<file path="src/rtl/uart_rx_fifo.sv">
// 8N1 UART receiver with a first-word-fall-through receive FIFO.
// Define UART_RX_PARITY_EN for 8E1 frames and the parity_err output.
module uart_rx_fifo #(
  parameter int CLKS_PER_BIT = 16,
  parameter int FIFO_DEPTH   = 4
) (
  input  logic                          clk,
  input  logic                          rst,
  input  logic                          rxd,
  input  logic                          rd_en,
  output logic [7:0]                    rx_data,
  output logic                          rx_empty,
  output logic                          rx_full,
  output logic [$clog2(FIFO_DEPTH):0]   rx_count,
  output logic                          frame_err,
`ifdef UART_RX_PARITY_EN
  output logic                          parity_err,
`endif
  output logic                          overrun
);
  localparam int AW = $clog2(FIFO_DEPTH);
  localparam logic [9:0] H_M1   = 10'(CLKS_PER_BIT / 2 - 1);
  localparam logic [9:0] BIT_M1 = 10'(CLKS_PER_BIT - 1);

  localparam logic [2:0] S_IDLE   = 3'd0;
  localparam logic [2:0] S_START  = 3'd1;
  localparam logic [2:0] S_DATA   = 3'd2;
  localparam logic [2:0] S_STOP   = 3'd4;
  localparam logic [2:0] S_BREAK  = 3'd5;
`ifdef UART_RX_PARITY_EN
  localparam logic [2:0] S_PARITY = 3'd3;
  localparam logic [2:0] S_AFTER_DATA = S_PARITY;
`else
  localparam logic [2:0] S_AFTER_DATA = S_STOP;
`endif

  logic        r_sync1, r_sync2;
  logic [2:0]  r_state;
  logic [9:0]  r_timer;
  logic [2:0]  r_idx;
  logic [7:0]  r_shift;
  logic        r_push;
  logic [7:0]  r_push_data;
  logic        r_frame_err, r_overrun;
  logic [AW:0] r_wptr, r_rptr;
  logic [7:0]  r_mem [FIFO_DEPTH];
`ifdef UART_RX_PARITY_EN
  logic        r_perr, r_push_perr, r_parity_err;
`endif

  logic w_rxs, w_bit_done, w_pop, w_push;
  assign w_rxs      = r_sync2;
  assign w_bit_done = (r_timer == BIT_M1);

  // Receive FSM; the completed byte is handed to the FIFO one edge after the stop sample.
  always_ff @(posedge clk or negedge rst) begin
    if (!rst) begin
      r_sync1     <= 1'b1;
      r_sync2     <= 1'b1;
      r_state     <= S_IDLE;
      r_timer     <= '0;
      r_idx       <= '0;
      r_shift     <= '0;
      r_push      <= 1'b0;
      r_push_data <= '0;
      r_frame_err <= 1'b0;
`ifdef UART_RX_PARITY_EN
      r_perr      <= 1'b0;
      r_push_perr <= 1'b0;
`endif
    end else begin
      r_sync1     <= rxd;
      r_sync2     <= r_sync1;
      r_push      <= 1'b0;
      r_frame_err <= 1'b0;
      case (r_state)
        S_IDLE: begin
          r_timer <= '0;
          if (!w_rxs) r_state <= S_START;
        end
        S_START: begin
          if (r_timer == H_M1) begin
            r_timer <= '0;
            r_idx   <= '0;
            r_state <= w_rxs ? S_IDLE : S_DATA;
          end else r_timer <= r_timer + 10'd1;
        end
        S_DATA: begin
          if (w_bit_done) begin
            r_timer        <= '0;
            r_shift[r_idx] <= w_rxs;
            r_idx          <= r_idx + 3'd1;
            if (r_idx == 3'd7) r_state <= S_AFTER_DATA;
          end else r_timer <= r_timer + 10'd1;
        end
`ifdef UART_RX_PARITY_EN
        S_PARITY: begin
          if (w_bit_done) begin
            r_timer <= '0;
            r_perr  <= (^r_shift) ^ w_rxs;
            r_state <= S_STOP;
          end else r_timer <= r_timer + 10'd1;
        end
`endif
        S_STOP: begin
          if (w_bit_done) begin
            r_timer <= '0;
            if (w_rxs) begin
              r_push      <= 1'b1;
              r_push_data <= r_shift;
`ifdef UART_RX_PARITY_EN
              r_push_perr <= r_perr;
`endif
              r_state     <= S_IDLE;
            end else begin
              r_frame_err <= 1'b1;
              r_state     <= S_BREAK;
            end
          end else r_timer <= r_timer + 10'd1;
        end
        S_BREAK: if (w_rxs) r_state <= S_IDLE;
        default: r_state <= S_IDLE;
      endcase
    end
  end

  assign rx_count = r_wptr - r_rptr;
  assign rx_empty = (r_wptr == r_rptr);
  assign rx_full  = (r_wptr[AW] != r_rptr[AW]) && (r_wptr[AW-1:0] == r_rptr[AW-1:0]);
  assign w_pop    = rd_en && !rx_empty;
  // A full FIFO still takes the byte when the head is being popped in the same cycle.
  assign w_push   = r_push && (!rx_full || w_pop);

  always_ff @(posedge clk or negedge rst) begin
    if (!rst) begin
      r_wptr       <= '0;
      r_rptr       <= '0;
      r_overrun    <= 1'b0;
`ifdef UART_RX_PARITY_EN
      r_parity_err <= 1'b0;
`endif
    end else begin
      if (w_push) r_wptr <= r_wptr + 1'b1;
      if (w_pop)  r_rptr <= r_rptr + 1'b1;
      r_overrun    <= r_push && !w_push;
`ifdef UART_RX_PARITY_EN
      r_parity_err <= w_push && r_push_perr;
`endif
    end
  end

  always_ff @(posedge clk) begin
    if (w_push) r_mem[r_wptr[AW-1:0]] <= r_push_data;
  end

  assign rx_data   = rx_empty ? 8'h00 : r_mem[r_rptr[AW-1:0]];
  assign frame_err = r_frame_err;
  assign overrun   = r_overrun;
`ifdef UART_RX_PARITY_EN
  assign parity_err = r_parity_err;
`endif
endmodule

</file>
<file path="config.mk">
export PLATFORM = sky130hd
export DESIGN_NAME = uart_rx_fifo
export DESIGN_NICKNAME = d
export VERILOG_FILES = /design/src/rtl/uart_rx_fifo.sv
export SDC_FILE = /design/constraint.sdc
export NUM_CORES = 1
export LEC_CHECK = 0
export ABC_CLOCK_PERIOD_IN_PS = 3000
export CORE_UTILIZATION = 50
export DETAILED_ROUTE_END_ITERATION = 8
export DONT_BUFFER_PORTS = 1
export GPL_ROUTABILITY_DRIVEN = 0
export PLACE_DENSITY = 0.75
export SLEW_MARGIN = 25
export SYNTH_ARGS = -nofsm -noshare
export SYNTH_HDL_FRONTEND = slang
export SYNTH_SLANG_ARGS = --single-unit
</file>
<file path="constraint.sdc">
create_clock -name clk -period 3 [get_ports clk]
set_input_delay 0.3 -clock clk [delete_from_list [all_inputs] [get_ports clk]]
set_output_delay 0.3 -clock clk [all_outputs]
set_load 0.03 [all_outputs]
</file>
==> impl_metrics.ini, run 1 <==
[run_status]
status = completed

[critical_path]
r2r_end = r_mem[1][7]$_DFFE_PP_
worstRegToRegCells = 6
path_class = reg2reg
cp_max_fo = 12
critPathCaptureType = flip-flop
rrSetupSlack_ns = 0.57
reg2reg_from = r_rptr[1]$_DFFE_PN0P_
required_ns = 2.97
endpoint = r_mem[1][7]$_DFFE_PP_
crit_arrival_ns = 2.40
crit_path_start_kind = flip-flop
cp-startpoint = r_rptr[1]$_DFFE_PN0P_

[synthesis]
ys_ff_latch = 75
yosysWarningCount = 0
ys_types = 48
synthFlopType = dfrtp_1
synth_cells = 274
synth_edf_count = 32
avgSynthCellArea_um2 = 12.7
syn_area_um2 = 3490
synth_nets = 289
ys_seq_area_frac = 0.585
async_flop_share = 0.573

[global_routing]
grt_max_degree = 44
gr-total-overflow = 0
antenna_found_initial = 0
grt_pass1_vias = 2054
track_usage = 0.187
grt_first_pass_wirelength_um = 10200

[finish]
areaGrowthSynthToFinish_pct = 8.18
antennaDiodeCount = 0
utilization = 0.558
nNetsFinal = 291
final_common_cell = dfrtp_1
final_cells = 361
finalInstanceArea_um2 = 3770
drive_above_1_share = 0.199
mostFrequentLayoutCells = 41 x dfrtp_1, 32 x edfxtp_1, 23 x nand2_1

[clock_tree]
cts_sinks = 75
clock_latency_ns = 0.35
clk_pin_slew_ns = 0.08
htreeDepth = 3
cts_tree = done
cts_buffer_depth = 2
root_buffer = clkbuf_8
cts_buffers = 9
post_cts_buffers = 0

[pwr]
fin_total_pwr_mw = 2.25
switching_share = 0.283
peakVddDrop_uv = 339
cellLeakagePower_nw = 1.63
power_switching_uw = 636
pwr-share-seq = 0.527
p_clk_frac = 0.345
p_per_area_nw_per_um2 = 596
power.internal_mw = 1.61
combPwrFrac = 0.128

[routing]
drtAntennaViolNets = 0
drt_pass1_iterations = 4
num_vias = 2107
vias_per_cell = 5.84
drtIter0Drc = 94
post_drt_wl_per_cell_um = 16.7
drc = 0
wl_um = 6020

[floorplanning]
fp.dieH_um = 85.5
die_x_um = 85.5
core-area_um2 = 6760
io-pin-count = 19
initial_core_util = 0.516
dieArea_um2 = 7310
rows = 30

[place]
io_buffers = 0
dpl_cell_area_um2 = 3530
dp_hpwl_um = 4130
dp.cells = 342
dp_slack_ns = 0.557

[timing]
timing.final.ws_setup_ns = 0.575
rsz0062_at_grt = false
max_slew_margin = 0.513
slew_violations = 0
skew_ns = 0.0112
whs_ns = 0.119
period_minus_slack_ns = 2.43
tightest_slew_ns = 0.727
finalHoldViolations = 0
setup_violations = 0
post-route-period-util = 0.808
fin_tns_setup_ns = 0
max_freq_mhz = 412

[run]
drv_cap = 0

[min_path]
hp-class = in2reg
[cells in the mapped netlist (all sizes together), types with 4 or more instances]
library cell / count / share of area
nand2b: 4 / 0.0072
nor2: 13 / 0.014
nand2: 23 / 0.025
xnor2: 5 / 0.013
mux2: 15 / 0.048
mux4: 8 / 0.052
edfxtp: 32 / 0.28
a22o: 4 / 0.010
nor4: 6 / 0.015
and2: 12 / 0.023
inv: 13 / 0.014
buf: 4 / 0.0093
nor3: 4 / 0.0072
clkbuf: 10 / 0.011
nand3: 13 / 0.022
o21ai: 15 / 0.022
dfrtp: 41 / 0.29
a21oi: 9 / 0.013
ha: 10 / 0.036
[area by class of cell]
cell class	count	area, µm²
Inverter	13	48.8
Clock inverter	7	76.3
Clock buffer	9	124
Sequential cell	75	2040
Fill cell	559	2990
Timing Repair Buffer	5	55.1
Multi-Input combinational cell	172	1330
Tap cell	80	100
[critical path: stages (launching register included)]
cell and delay [ns]:
dfrtp_1 0.65, inv_1 0.09, ha_1 0.30, nand2_1 0.09, nor3_1 0.05, nand2b_1 0.26, nor2_1 0.60
[state kept, by name, summed over array words and instances, names as in the netlist]
| register | flops |
|---|---|
| r_mem | 32 |
| r_timer | 10 |
| r_push_data | 8 |
| r_shift | 8 |
| r_idx | 3 |
| r_rptr | 3 |
| r_state | 3 |
| r_wptr | 3 |
| frame_err | 1 |
| overrun | 1 |
| r_push | 1 |
| r_sync1 | 1 |
| r_sync2 | 1 |
[how the worst min path moves through the flow]
| stage | from | endpoint | depth (start not counted) |
|---|---|---|---|
| floorplan | rst | frame_err$_DFF_PN0_ | 0 |
| global placement | rst | r_timer[5]$_DFFE_PN0P_ | 0 |
| detailed placement | rst | r_timer[5]$_DFFE_PN0P_ | 0 |
| CTS | rd_en | r_rptr[2]$_DFFE_PN0P_ | 2 |
| global route | rd_en | r_rptr[2]$_DFFE_PN0P_ | 2 |
| finish | rd_en | r_rptr[2]$_DFFE_PN0P_ | 2 |
[power by group through the flow]
stage	registers [mW]	clock network (mW)	logic, mW
2_1_floorplan	1.16	0	0.271
3_3_place_gp	1.20	0	0.261
3_5_place_dp	1.20	0	0.267
4_1_cts	1.18	0.801	0.286
5_1_grt	1.19	0.850	0.318
6_report	1.18	0.776	0.287
[layer usage]
metal | GRT usage | share of wire | wire length (µm) | vias up
met5 | 0 | 0 | 0 | -
met4 | 0.0970 | 0.019 | 114 | 0
met3 | 0.0520 | 0.037 | 222 | 10
met2 | 0.286 | 0.49 | 2920 | 54
met1 | 0.246 | 0.46 | 2760 | 1043
li1 | - | - | - | 1000
[cell families after synthesis]
kind of cell	count (synthesis)	share of synthesized area
buffers and inverters	27	0.0341
DFF	75	0.585
adders and majority gates	11	0.0416
muxes	23	0.100
xor gates and xnor gates	6	0.0151
AOI/OAI and AO/OA	42	0.0779
and+or+nand+nor	90	0.146
[what timing repair did]
item / in CTS / in global routing
gates resized for setup: 0 / 0
setup endpoints to repair: 0 / 0
hold endpoints to repair: 44 / 0
hold buffers: 3 / 0
(Power assumes the default switching activity.)
==> run 2, diff against run 1 <==
--- a/config.mk
+++ b/config.mk
@@ -5,7 +5,7 @@
 export SDC_FILE = /design/constraint.sdc
 export NUM_CORES = 1
 export LEC_CHECK = 0
-export ABC_CLOCK_PERIOD_IN_PS = 3000
+export ABC_CLOCK_PERIOD_IN_PS = 2300
 export CORE_UTILIZATION = 50
 export DETAILED_ROUTE_END_ITERATION = 8
 export DONT_BUFFER_PORTS = 1
==> constraint.sdc (replaced) <==
create_clock -name clk -period 2.3 [get_ports clk]
set_input_delay 0.23 -clock clk [delete_from_list [all_inputs] [get_ports clk]]
set_output_delay 0.23 -clock clk [all_outputs]
set_load 0.03 [all_outputs]
==> run 2 against run 1 <==
Clock power increased by 34%. First-iteration DRC count increased by 24%. Register-to-register slack got worse by 0.38 ns. Via count decreased by 0.43%. Non-clock buffer count increased by 6. Count of clock-buffer cells in the layout unchanged. Die area unchanged. Cell count increased by 1.7%. Flip-flop and latch count unchanged. Design area increased by 1.5%. Largest power group unchanged.
==> impl_metrics.ini, run 2 (synthesized netlist as in run 1, its figures left out) <==
[run_status]
status = completed

[routing]
met1_length_um = 2620
post_drt_wl_per_cell_um = 15.8
num_vias = 2098
wl_um = 5810
drt_pass1_iterations = 4
top_layer = met4
vias_per_cell = 5.72
wl_met3_um = 208
drc = 0
route.met2.wl_um = 2920
drtIter0Drc = 117
drtAntennaViolNets = 0

[timing]
setup_violations = 0
tightest_slew_ns = 0.445
post-route-period-util = 0.917
rsz0062_at_grt = false
slew_violations = 0
fin_tns_setup_ns = 0
whs_ns = 0.0631
max_slew_margin = 0.701
skew_ns = 0.0119
max_freq_mhz = 474
period_minus_slack_ns = 2.11
finalHoldViolations = 0

[global_routing]
antenna_found_initial = 0
track_usage = 0.181
grt_pass1_vias = 2014
grt_max_degree = 44
grt_first_pass_wirelength_um = 9920
gr-total-overflow = 0

[floorplanning]
dieArea_um2 = 7310
core-area_um2 = 6760
die_x_um = 85.5
fp.dieH_um = 85.5
io-pin-count = 19
initial_core_util = 0.516
rows = 30

[critical_path]
critPathCaptureType = flip-flop
crit_path_start_kind = flip-flop
cp_max_fo = 10
rrSetupSlack_ns = 0.19
required_ns = 2.55
cp-startpoint = r_timer[0]$_DFFE_PN0P_
reg2reg_from = r_timer[0]$_DFFE_PN0P_
path_class = reg2reg
crit_arrival_ns = 2.36

[finish]
areaGrowthSynthToFinish_pct = 9.83
mostFrequentLayoutCells = 41 x dfrtp_1, 32 x edfxtp_1, 23 x nand2_1
utilization = 0.567
fillers = 545
antennaDiodeCount = 0
largest_register_ffs = 32
final_common_cell = dfrtp_1
drive_above_1_share = 0.220
nNetsFinal = 297

[min_path]
hold_start = rd_en
hp-class = in2reg

[clock_tree]
cts_buffers = 9
htreeDepth = 3
clk_pin_slew_ns = 0.08
cts_buffer_depth = 2
root_buffer = clkbuf_8
clock_latency_ns = 0.35
cts_sinks = 75
cts_tree = done
post_cts_buffers = 0

[pwr]
cellLeakagePower_nw = 1.68
peakVddDrop_uv = 329
fin_total_pwr_mw = 2.95
p_per_area_nw_per_um2 = 771

[run]
drv_cap = 0

[place]
io_buffers = 0
dp_hpwl_um = 3970
[run 2: critical path, cell delays in order (launching register included)]
cell and delay (ns):
dfrtp_1 0.43, ha_1 0.26, and4bb_2 0.30, a31oi_1 0.18
a22o_1 0.39, nand2_1 0.16, o311ai_1 0.28
[run 2: final timing paths]
check / end / cells past startpoint
worst min register to register: r_sync2$_DFF_PN1_ / 0
worst max register to register: r_timer[7]$_DFFE_PN0P_ / 6
worst max-delay path: r_timer[7]$_DFFE_PN0P_ / 6
min in group asynchronous: r_state[1]$_DFFE_PN0P_ / 2
max in group asynchronous: r_sync1$_DFF_PN1_ / 2
worst min-delay path: r_rptr[2]$_DFFE_PN0P_ / 2
[run 2: power by group]
group | leakage, nW | internal [mW] | switching, mW
Sequential | 0.957 | 1.44 | 0.106
Clock | 0.102 | 0.520 | 0.524
Combinational | 0.618 | 0.157 | 0.207
[run 2: what timing repair did]
item | 4_1_cts | 5_1_grt
hold buffers | 3 | 0
endpoints found under the setup margin | 0 | 8
resized for setup | 0 | 1
endpoints found under the hold margin | 44 | 0
[run 2: through the flow]
| stage | std cells | instance area [µm²] | worst slack [ns] |
|---|---|---|---|
| 6_report | 367 | 3830 | 0.191 |
| 5_1_grt | 367 | 3830 | 0.0337 |
| 4_1_cts | 367 | 3820 | 0.125 |
| 3_5_place_dp | 348 | 3580 | 0.215 |
| 3_3_place_gp | 348 | 3580 | 0.278 |
| 2_1_floorplan | 274 | 3490 | 0.0177 |
[run 2: cell type report]
type	instances	area, µm²	area share
sequential	75	2040	0.533
multi-input combinational	172	1330	0.348
clock buffer	9	124	0.0324
timing repair buffer	11	100	0.0261
tap	80	100	0.0261
clock inverter	7	83.8	0.0219
inverter	13	48.8	0.0127
[run 2: routing by layer]
| layer | track usage | vias up |
|---|---|---|
| met4 | 0.0545 | 0 |
| met2 | 0.296 | 49 |
| met5 | 0 | - |
| met3 | 0.0587 | 8 |
| met1 | 0.231 | 1027 |
| li1 | - | 1014 |
==> run 3, diff against run 2 <==
--- a/config.mk
+++ b/config.mk
@@ -5,8 +5,9 @@
 export SDC_FILE = /design/constraint.sdc
 export NUM_CORES = 1
 export LEC_CHECK = 0
-export ABC_CLOCK_PERIOD_IN_PS = 2300
+export ABC_CLOCK_PERIOD_IN_PS = 2500
 export CORE_UTILIZATION = 50
+export CTS_CLUSTER_SIZE = 20
 export DETAILED_ROUTE_END_ITERATION = 8
 export DONT_BUFFER_PORTS = 1
 export GPL_ROUTABILITY_DRIVEN = 0
==> constraint.sdc (replaced) <==
create_clock -name clk -period 2.5 [get_ports clk]
set_input_delay 0.25 -clock clk [delete_from_list [all_inputs] [get_ports clk]]
set_output_delay 0.25 -clock clk [all_outputs]
set_load 0.03 [all_outputs]
==> run 3 against run 2 <==
Critical endpoint unchanged. Clock skew fell by 0.0039 ns. Cell count shrank 0.27%. Flip-flop and latch count unchanged. Wire length down 4.5%. Setup slack improved by 0.14 ns. Highest routed layer unchanged. Sequential share of layout area up 0.30 points.
==> impl_metrics.ini, run 3 (synthesized netlist as in run 1, its figures left out) <==
[run_status]
status = completed

[global_routing]
gr-total-overflow = 0
grt_busiest_layer = met2
antenna_found_initial = 0
gr-usage-met1 = 0.223
track_usage = 0.170
grt_max_degree = 44
use_met2 = 0.270
grt_pass1_vias = 1962
grt_first_pass_wirelength_um = 9410
use_met3 = 0.0520

[pwr]
fin_total_pwr_mw = 2.68
peakVddDrop_uv = 325
p_per_area_nw_per_um2 = 703
cellLeakagePower_nw = 1.67

[routing]
wl_um = 5540
drtIter0Drc = 102
drt_pass1_iterations = 4
vias_per_cell = 5.65
drc = 0
num_vias = 2069
drtAntennaViolNets = 0
post_drt_wl_per_cell_um = 15.1

[finish]
antennaDiodeCount = 0
largest_register_ffs = 32
final_cells = 366
final_common_cell = dfrtp_1
nNetsFinal = 296
mostFrequentLayoutCells = 41 x dfrtp_1, 32 x edfxtp_1, 23 x nand2_1
areaGrowthSynthToFinish_pct = 9.22
drive_above_1_share = 0.213

[clock_tree]
root_buffer = clkbuf_8
clock_latency_ns = 0.34
post_cts_buffers = 0
clk_pin_slew_ns = 0.08
cts_tree = done
htreeDepth = 3
cts_sinks = 75
cts_buffer_depth = 2
cts_buffers = 9

[timing]
slew_violations = 0
finalHoldViolations = 0
max_slew_margin = 0.628
setup_violations = 0
period_minus_slack_ns = 2.17
skew_ns = 0.00798
tightest_slew_ns = 0.556
rsz0062_at_grt = false
post-route-period-util = 0.868
max_freq_mhz = 461
fin_tns_setup_ns = 0

[place]
dp_hpwl_um = 3800
dp.cells = 347
io_buffers = 0

[critical_path]
cp_max_fo = 10
path_class = reg2reg
crit_arrival_ns = 2.40
reg2reg_from = r_timer[0]$_DFFE_PN0P_
required_ns = 2.73
critPathCaptureType = flip-flop
crit_path_start_kind = flip-flop
worstRegToRegCells = 6
r2r_end = r_timer[7]$_DFFE_PN0P_
rrSetupSlack_ns = 0.33

[floorplanning]
initial_core_util = 0.516
fp.dieH_um = 85.5
dieArea_um2 = 7310
rows = 30
core-area_um2 = 6760
io-pin-count = 19
die_x_um = 85.5

[run]
drv_cap = 0

[min_path]
hold_start = rd_en
hold_depth = 2
worstHoldEndpoint = r_rptr[0]$_DFFE_PN0P_
hp-class = in2reg
run 3: cell count changes in the layout (fill, tap and decap cells not counted), sizes merged:
cell	delta
clkinv	+2
buf	-1
clkinvlp	-1
inv	-1
run 3: layer usage:
metal | vias up | wire [µm]
met5 | - | 0
met4 | 0 | 49
met3 | 4 | 189
met2 | 41 | 2700
met1 | 1010 | 2600
li1 | 1014 | -
run 3: per-stage QoR:
step	setup slack, ns	cell area, µm²	util	hold slack, ns
floorplan	0.218	3490	-	-0.0456
global placement	0.470	3570	0.528	-0.0444
detailed placement	0.347	3570	0.528	-0.0445
CTS	0.297	3810	0.564	0.0563
global route	0.150	3810	0.564	0.0764
finish	0.329	3810	0.564	0.0793
run 3: area by class of cell:
class	instances	area, µm²
clock buffer	9	124
clock inverter	7	75.1
fill	528	2950
inverter	13	48.8
multi-input combinational	172	1330
sequential	75	2040
tap	80	100
timing repair buffer	10	92.6
run 3: worst max-delay path: stages (launching register included):
cell and delay (ns):
dfrtp_1 0.43, ha_1 0.27, and4bb_2 0.30, a31oi_1 0.17
a22o_1 0.39, nand2_1 0.18, o311ai_1 0.32
run 3: worst max-delay path by stage:
stage	startpoint	endpoint	slack, ns	depth (start not counted)
final	r_timer[0]$_DFFE_PN0P_	r_timer[7]$_DFFE_PN0P_	0.33	6
after global routing	r_timer[0]$_DFFE_PN0P_	r_timer[7]$_DFFE_PN0P_	0.15	6
after CTS	r_wptr[0]$_DFFE_PN0P_	rx_data[3]	0.30	4
after detailed placement	r_timer[0]$_DFFE_PN0P_	r_timer[7]$_DFFE_PN0P_	0.35	6
after global placement	r_timer[0]$_DFFE_PN0P_	r_timer[7]$_DFFE_PN0P_	0.47	6
after floorplan	r_rptr[1]$_DFFE_PN0P_	r_mem[3][0]$_DFFE_PP_	0.22	8
run 3: where the power goes:
| part | switching (mW) | internal [mW] |
|---|---|---|
| registers | 0.0952 | 1.32 |
| clock network | 0.454 | 0.468 |
| logic | 0.192 | 0.145 |
| total | 0.741 | 1.94 |
run 3: what timing repair did:
item,in CTS,in global routing
hold buffers,3,0
endpoints found under the hold margin,44,0
gates resized for setup,0,0
